## src/rtl/final_layer_streamed.sv

```systemverilog
// Streamed binary classifier output layer.
// Feature bits arrive in CHUNK_WIDTH-bit chunks; every class accumulates an
// XNOR-popcount score against its weight chunk. After the last chunk a
// one-class-per-cycle argmax scan picks the winner (ties go to the lowest
// index) and the result is offered on a valid/ready handshake.
module final_layer_streamed #(
    parameter int NUM_INPUTS  = 196,
    parameter int NUM_CLASSES = 10,
    parameter int CHUNK_WIDTH = 28,
    localparam int K     = NUM_INPUTS / CHUNK_WIDTH,
    localparam int CNT_W = $clog2(NUM_INPUTS + 1),
    localparam int IDX_W = (NUM_CLASSES > 2) ? $clog2(NUM_CLASSES) : 1
) (
    input  logic                               clock,
    input  logic                               reset,
    input  logic                               en,
    input  logic                               start,
    input  logic                               in_valid,
    output logic                               in_ready,
    input  logic [CHUNK_WIDTH-1:0]             data_in,
    input  logic [NUM_CLASSES*CHUNK_WIDTH-1:0] weights_in,
    output logic                               out_valid,
    input  logic                               out_ready,
    output logic [IDX_W-1:0]                   answer,
    output logic [CNT_W-1:0]                   score,
    output logic                               busy
);

    localparam int KCW = (K > 1) ? $clog2(K) : 1;

    typedef enum logic [1:0] {
        ST_IDLE   = 2'd0,
        ST_ACCUM  = 2'd1,
        ST_ARGMAX = 2'd2,
        ST_RESULT = 2'd3
    } state_t;

    state_t             state_r;
    state_t             next_state_s;
    logic               in_ready_r;
    logic               out_valid_r;
    logic               busy_r;
    logic [CNT_W-1:0]   acc_r      [NUM_CLASSES];
    logic [CNT_W-1:0]   acc_nxt_s  [NUM_CLASSES];
    logic [KCW-1:0]     chunk_cnt_r;
    logic [IDX_W-1:0]   scan_idx_r;
    logic [CNT_W-1:0]   best_val_r;
    logic [IDX_W-1:0]   best_idx_r;
    logic [CNT_W-1:0]   upd_val_s;
    logic [IDX_W-1:0]   upd_idx_s;
    logic [IDX_W-1:0]   answer_r;
    logic [CNT_W-1:0]   score_r;
    logic               last_chunk_s;
    logic               last_scan_s;

    // Number of matching bit positions between a data chunk and a weight chunk.
    function automatic logic [CNT_W-1:0] xnor_popcount(
        input logic [CHUNK_WIDTH-1:0] d,
        input logic [CHUNK_WIDTH-1:0] w
    );
        logic [CNT_W-1:0] n;
        logic             b;
        n = '0;
        for (int i = 0; i < CHUNK_WIDTH; i++) begin
            b = d[i] ~^ w[i];
            n = n + CNT_W'(b);
        end
        return n;
    endfunction

    assign last_chunk_s = (chunk_cnt_r == KCW'(K - 1));
    assign last_scan_s  = (scan_idx_r == IDX_W'(NUM_CLASSES - 1));

    // Per-class accumulator values after the current chunk is absorbed.
    always_comb begin
        for (int c = 0; c < NUM_CLASSES; c++) begin
            acc_nxt_s[c] = acc_r[c] + xnor_popcount(data_in, weights_in[c*CHUNK_WIDTH +: CHUNK_WIDTH]);
        end
    end

    // Argmax step: strictly greater replaces the best, so ties keep the lower index.
    always_comb begin
        upd_val_s = best_val_r;
        upd_idx_s = best_idx_r;
        if (acc_r[scan_idx_r] > best_val_r) begin
            upd_val_s = acc_r[scan_idx_r];
            upd_idx_s = scan_idx_r;
        end else begin
            upd_val_s = best_val_r;
            upd_idx_s = best_idx_r;
        end
    end

    // Next-state logic; a low enable forces the FSM back to idle.
    always_comb begin
        next_state_s = state_r;
        case (state_r)
            ST_IDLE: begin
                if (start) next_state_s = ST_ACCUM;
                else       next_state_s = ST_IDLE;
            end
            ST_ACCUM: begin
                if (in_valid && last_chunk_s) next_state_s = ST_ARGMAX;
                else                          next_state_s = ST_ACCUM;
            end
            ST_ARGMAX: begin
                if (last_scan_s) next_state_s = ST_RESULT;
                else             next_state_s = ST_ARGMAX;
            end
            ST_RESULT: begin
                if (out_ready) next_state_s = ST_IDLE;
                else           next_state_s = ST_RESULT;
            end
            default: next_state_s = ST_IDLE;
        endcase
        if (!en) begin
            next_state_s = ST_IDLE;
        end else begin
            next_state_s = next_state_s;
        end
    end

    // State register plus registered status flags decoded from the next state.
    always_ff @(posedge clock or negedge reset) begin
        if (!reset) begin
            state_r     <= ST_IDLE;
            in_ready_r  <= 1'b0;
            out_valid_r <= 1'b0;
            busy_r      <= 1'b0;
        end else begin
            state_r     <= next_state_s;
            in_ready_r  <= (next_state_s == ST_ACCUM);
            out_valid_r <= (next_state_s == ST_RESULT);
            busy_r      <= (next_state_s != ST_IDLE);
        end
    end

    // Accumulation, argmax scan and result registers.
    always_ff @(posedge clock or negedge reset) begin
        if (!reset) begin
            for (int c = 0; c < NUM_CLASSES; c++) acc_r[c] <= '0;
            chunk_cnt_r <= '0;
            scan_idx_r  <= '0;
            best_val_r  <= '0;
            best_idx_r  <= '0;
            answer_r    <= '0;
            score_r     <= '0;
        end else if (!en) begin
            // Abort: drop the image in flight but keep the last published result.
            for (int c = 0; c < NUM_CLASSES; c++) acc_r[c] <= '0;
            chunk_cnt_r <= '0;
            scan_idx_r  <= '0;
            best_val_r  <= '0;
            best_idx_r  <= '0;
        end else begin
            case (state_r)
                ST_IDLE: begin
                    if (start) begin
                        for (int c = 0; c < NUM_CLASSES; c++) acc_r[c] <= '0;
                        chunk_cnt_r <= '0;
                    end
                end
                ST_ACCUM: begin
                    if (in_valid) begin
                        for (int c = 0; c < NUM_CLASSES; c++) acc_r[c] <= acc_nxt_s[c];
                        chunk_cnt_r <= chunk_cnt_r + KCW'(1);
                        if (last_chunk_s) begin
                            best_val_r <= acc_nxt_s[0];
                            best_idx_r <= '0;
                            scan_idx_r <= IDX_W'(1);
                        end
                    end
                end
                ST_ARGMAX: begin
                    best_val_r <= upd_val_s;
                    best_idx_r <= upd_idx_s;
                    scan_idx_r <= scan_idx_r + IDX_W'(1);
                    if (last_scan_s) begin
                        answer_r <= upd_idx_s;
                        score_r  <= upd_val_s;
                    end
                end
                ST_RESULT: begin
                    chunk_cnt_r <= chunk_cnt_r;
                end
                default: begin
                    chunk_cnt_r <= '0;
                end
            endcase
        end
    end

    assign in_ready  = in_ready_r;
    assign out_valid = out_valid_r;
    assign busy      = busy_r;
    assign answer    = answer_r;
    assign score     = score_r;

endmodule

```

## config.mk

```make
export PLATFORM = sky130hd
export DESIGN_NAME = final_layer_streamed
export DESIGN_NICKNAME = d
export VERILOG_FILES = /design/src/rtl/final_layer_streamed.sv
export SDC_FILE = /design/constraint.sdc
export NUM_CORES = 1
export LEC_CHECK = 0
export ABC_CLOCK_PERIOD_IN_PS = 8860
export CAP_MARGIN = 40
export CORE_MARGIN = 2
export CORE_UTILIZATION = 50
export CTS_CLUSTER_DIAMETER = 150
export DETAILED_ROUTE_END_ITERATION = 12
export PLACE_DENSITY = 0.88
export REMOVE_ABC_BUFFERS = 1
export SLEW_MARGIN = 20
export SYNTH_ARGS = -nofsm -noshare
export SYNTH_HDL_FRONTEND = slang
export SYNTH_SLANG_ARGS = --single-unit
```

## constraint.sdc

```tcl
create_clock -name clock -period 8.86 [get_ports clock]
set_clock_uncertainty 0.15 [all_clocks]
set_input_delay 0.886 -clock clock [delete_from_list [all_inputs] [get_ports clock]]
set_output_delay 0.886 -clock clock [all_outputs]
set_load 0.03 [all_outputs]
```

Word level (Yosys, flattened, before mapping)
Index checks and enable logic that the tools add are counted.

storage, ports and cells
  bits of input ports = 314
  flip-flop bits (word level) = 116
  logic and storage cells = 634
  output and inout port bits = 15

cells by class
  order comparisons = 2
  add/sub/neg operators = 282
  reduce and logical (&&, ||, !) cells = 6
  eq/ne operators = 12
  mux-type cells = 31
  bitwise operators = 281

operators with widths
  cell                                          count
  adder 8 x 1 -> 8 bit                          200
  bitwise XNOR 1 bit                            280
  2-to-1 mux 80 bit                             3
  one-hot mux 80 bit (2 select lines)           1
  adder 7 x 1 -> 8 bit                          10
  adder 8 bit                                   10
  adder 6 x 1 -> 7 bit                          10
  adder 5 x 1 -> 6 bit                          10
  adder 4 x 1 -> 5 bit                          10
  2-to-1 mux 8 bit                              6
  adder 3 x 1 -> 4 bit                          10
  binary-select mux 8 bit (select 4 bit)        1
  adder 2 x 1 -> 3 bit                          10
  2-to-1 mux 4 bit                              7
  adder 1 x 1 -> 2 bit                          10
  one-hot mux 4 bit (2 select lines)            2
  one-hot mux 8 bit (2 select lines)            1
  2-to-1 mux 3 bit                              3
  inequality test 3 bit, second input constant  3
  AND reduction 3 bit                           3
  > comparator 8 bit                            1
  one-hot mux 2 bit (4 select lines)            1
  == test 2 bit, second input constant          3
  2-to-1 mux 2 bit                              3
  13 further kinds                              16

Longest topological paths before layout
  depth after elaboration = 33
  gate-level depth with buffers = 21
  gate-level depth less buffers = 20

Least setup slack after synthesis
No wires, ideal clock.

  path kind = input -> register
  from = input data_in[16]
  to = register acc_r[14] (netlist name)
  arrival time = 6.423 ns
  stages = 21
  path slack = 2.165 ns
  library setup time = 0.122 ns
  required time = 8.588 ns
  cells stage by stage = clkbuf_1 -> xnor2_1 -> fa_1 -> inv_1 -> fa_1 -> fa_1 -> inv_1 -> fa_1 -> inv_1 -> fa_1 -> fa_1 -> inv_1 -> fa_1 -> inv_1 -> fa_1 -> nor2b_1 -> o21ai_0 -> a21boi_1 -> o21a_1 -> or3_1 -> a32o_1

between the ends
  cells in the longest elaborated chain, start to end = 17

RTL lines
  what                                 line  source
  start: declaration                   20    input logic [CHUNK_WIDTH-1:0] data_in,
  bitwise XNOR 1 bit                   65    b = d[i] ~^ w[i];
  adder 8 x 1 -> 8 bit (12 in series)  66    n = n + CNT_W'(b);
  adder 8 bit                          77    acc_nxt_s[c] = acc_r[c] + xnor_popcount(data_in, weights_in[c*CHUNK_WIDTH +: CHUNK_WIDTH]);
  2-to-1 mux 80 bit                    164   if (in_valid) begin
  one-hot mux 80 bit (2 select lines)  156   case (state_r)
  2-to-1 mux 80 bit                    148   end else if (!en) begin
  end: declaration                     43    logic [CNT_W-1:0] acc_r [NUM_CLASSES];

No other way between the ends. The select of a mux whose other input is x is not followed.
A chain may end at the register's enable or synchronous reset.

Worst setup path in the final report
  from = input data_in[26]
  to = register acc_r[46] (netlist name)

between the ends
  cells in the longest elaborated chain, start to end = 7

RTL lines
  what                                 line
  bitwise XNOR 1 bit                   65
  adder 8 x 1 -> 8 bit (2 in series)   66
  adder 8 bit                          77
  2-to-1 mux 80 bit                    164
  one-hot mux 80 bit (2 select lines)  156
  2-to-1 mux 80 bit                    148

No other way between the ends. The select of a mux whose other input is x is not followed.

==> impl_results.md <==
- Port Buffers: 328
- Cts hold-fix bufs: 0
- Number of enable flip-flop cells after synthesis: 0
- Worst Path Arrival: 7.43 ns
- Rel. slew slack: 0.4093
- Reg2Reg Setup Slack: 2.95 ns
- WS Path Type: input pin to register
- Worst setup path startpoint: data_in[26]
- Skew-Pair Late Insertion Delay: 0.42 ns
- Slowest stage cell, crit path: clkdlybuf4s50_1
- Peak supply drop: 0.0003959 V
- RSZ-0062 raised after global routing: no
- MaxCap Viol Count: 0
- P&R area growth vs syn: 27.23%
- Dpl hpwl: 45160 um
- Cts bufs inserted: 17
- CORE AREA: 0.03254 mm2
- RR Endpoint: acc_r[14]$_DFFE_PN0P_
- DRT iter0 DRCs: 993
- Via count: 13540
- Sequential share of the synthesized area: 0.1756
- Fin util: 0.6466
- Fmax: 137.5 MHz
- CP Data Required Time: 9.01 ns
- Fin crit share: 0.8211
- Post-layout nets: 2649
- Pwr Total: 10.32 mW
- Largest net degree at the start of global routing: 83
- Initial core utilization: 0.5082
- Max Slew Vio Count: 0
- Int Pwr: 5.055 mW
- Die area: 0.03454 mm2
- CTS tree: yes
- Avg Vias per Cell: 5.636
- # Post-CTS Setup Buffers: 0
- Hold Path Class: input pin to async pin
- R2R depth: 17
- Critical Path Fanout Max: 10
- Routed wire length per instance: 23.04 um
- Post-cts resize count: 0
- Clock group share of total power: 0.071
- Global-route wire length before repair: 81720 um
- Row cnt: 66
- Critical Path Most Common Cell: fa_1
- Comb pwr share: 0.867
- CTS sink cnt: 116
- CP startpoint kind: input pin
- Share of cells above drive strength 1: 0.03887
- Leak: 9.474 nW
- CP Capture Type: register
- Sw Pwr: 5.264 mW
- Worst-Margin Slew: 0.8833 ns
- I/O pin count: 329
- # DRC: 0
- CTS max path bufs: 2
- Status: completed
- Global-route usage over all layers: 0.3230
- Initial antenna violation count: 5
- Sequential share of power: 0.062
- CP peak stage delay: 1.05 ns
- Final WL: 55330 um
- Shortest period the worst path allows: 7.275 ns
- Worst hold slack: 0.2799 ns
- Synth Instances: 1630
- Vias in the first global route: 14500
- CP endpoint: acc_r[46]$_DFFE_PN0P_
- CTS root buffer: clkbuf_16
- Crit-path cells: clkdlybuf4s50_1 -> xnor2_1 -> fa_1 -> inv_1 -> fa_1 -> fa_1 -> inv_1 -> fa_1 -> inv_1 -> fa_1 -> inv_1 -> fa_1 -> fa_1 -> inv_1 -> fa_1 -> nor2b_1 -> o21ai_0 -> a21boi_0 -> o21a_1 -> or3_1 -> a32o_1
- Remaining antenna violation count: 0
- R2R Path Start: acc_r[8]$_DFFE_PN0P_
- Synth Cell Area: 0.01653 mm2
- Clock slew at reported path FFs: 0.06 ns
- TNS Setup: 0 ns
- Post-DP Area: 0.02038 mm2
- Syn avg cell area: 10.14 um2
- Power Density: 490.5 mW/mm2
- Synthesis Warnings: 0
- RePlAce Congestion: 0.9442
- Die height: 185.9 um
- Die W: 185.9 um
- Drt first pass iters: 5
- Design Area, Final: 0.02104 mm2
- H-tree depth: 4
- Net Sw Frac: 0.5101
- Post-synth cell types: 54
- Async set-reset flop share out of synthesis: 1.000
- Finish-stage setup viols: 0
- Dominant synthesized flop cell: dfrtp_1
- Final Hold Vio Count: 0
- Synth Register Bits: 116
- Total gr overflow: 0
## power groups by stage
stage / clock [mW] / combinational, mW / sequential (mW)
2_1_floorplan: 0 / 6.49 / 0.631
3_3_place_gp: 0 / 8.28 / 0.648
3_5_place_dp: 0 / 8.74 / 0.650
4_1_cts: 0.732 / 8.85 / 0.641
5_1_grt: 0.758 / 10.1 / 0.648
6_report: 0.731 / 8.95 / 0.641
## registers in the layout, indices dropped and copies added (netlist names), 2 cells and up
signal,cells
acc_r,80
best_val_r,8
score,8
answer,4
best_idx_r,4
scan_idx_r,4
chunk_cnt_r,3
state_r,2
## worst min path at each step
stage                                  to  slack, ns  cells past startpoint
2_1_floorplan  chunk_cnt_r[2]$_DFFE_PN0P_       0.31                      1
4_1_cts                in_ready$_DFF_PN0_       0.30                      1
3_5_place_dp         score[1]$_DFFE_PN0P_       0.33                      2
5_1_grt               out_valid$_DFF_PN0_       0.33                      1
6_report               in_ready$_DFF_PN0_       0.28                      1
3_3_place_gp         score[1]$_DFFE_PN0P_       0.32                      2
## critical path, delay by kind of cell
kind	cells	cell delay (ns)
fa+ha+maj	8	3.70
xor+xnor	1	0.24
buf+inv	6	1.39
simple gates	2	0.37
compound gates	4	0.84
## cell usage in the layout, fill, tap and decap left out, drive strengths merged, types with 3 or more instances in the layout
cell type / instances
nand2: 88
xnor2: 174
nor2: 75
nand3: 6
a21boi: 8
o221ai: 8
mux2i: 53
or3: 14
clkdlybuf4s50: 327
nor3: 13
nand2b: 3
a32o: 6
fa: 220
o21ai: 96
a22o: 18
o21a: 14
a21oi: 34
a211oi: 4
o31a: 17
clkinv: 5
and3: 9
nor2b: 22
o22ai: 9
o311ai: 4
bufinv: 4
o41ai: 9
dfrtp: 116
xor2: 137
o31ai: 11
a21o: 3
buf: 36
diode: 5
clkbuf: 21
inv: 198
ha: 172
## routing by layer
| layer | global-route usage | part of all wire |
|---|---|---|
| met1 | 0.3914 | 0.38 |
| met3 | 0.08628 | 0.091 |
| met4 | 0.1735 | 0.058 |
| met2 | 0.5261 | 0.48 |
| met5 | 0 | 0 |
## synth_stat cells (6+ instances only)
master / count / share of area
fa_1: 220 / 0.27
inv_1: 198 / 0.045
xnor2_1: 174 / 0.092
ha_1: 172 / 0.13
xor2_1: 137 / 0.073
dfrtp_1: 116 / 0.18
nand2_1: 88 / 0.020
o21ai_0: 87 / 0.026
nor2_1: 75 / 0.017
mux2i_1: 53 / 0.032
clkbuf_1: 51 / 0.012
a21oi_1: 34 / 0.010
nor2b_1: 22 / 0.0083
a22o_1: 18 / 0.0095
o31a_1: 16 / 0.0085
o21a_1: 14 / 0.0064
or3_1: 14 / 0.0053
nor3_1: 12 / 0.0036
o31ai_1: 11 / 0.0050
and3_1: 9 / 0.0034
buf_2: 9 / 0.0027
o21ai_1: 9 / 0.0027
o22ai_1: 9 / 0.0034
o41ai_1: 9 / 0.0048
a21boi_0: 6 / 0.0027
a32o_1: 6 / 0.0036
nand3_1: 6 / 0.0018
o221ai_1: 6 / 0.0032
## kinds of logic after synthesis
kind of cell | count (synthesis) | synth area share
AO/OA/AOI/OAI | 250 | 0.09951
XOR/XNOR | 311 | 0.1647
adder cells (fa/ha/maj) | 392 | 0.3965
buffers and inverters | 268 | 0.06424
flip-flops | 116 | 0.1756
multiplexers | 55 | 0.03481
AND/OR/NAND/NOR | 238 | 0.06462
## layout make-up
| class | instances | area, um2 |
|---|---|---|
| fill | 2506 | 11500 |
| multi-input combinational | 1246 | 12590 |
| sequential | 116 | 2904 |
| antenna | 5 | 12.51 |
| inverter | 199 | 747.0 |
| clock inverter | 10 | 155.1 |
| timing repair buffer | 363 | 3617 |
| tap | 442 | 553.0 |
| clock buffer | 21 | 460.4 |
## per-stage QoR
step	setup slack [ns]	std cells
after floorplan	2.621	1561
after global placement	1.328	2358
after detailed placement	1.199	2365
after CTS	1.628	2396
after global routing	1.282	2402
final	1.585	2402
Note: power is estimated with default switching activity, not from simulation.
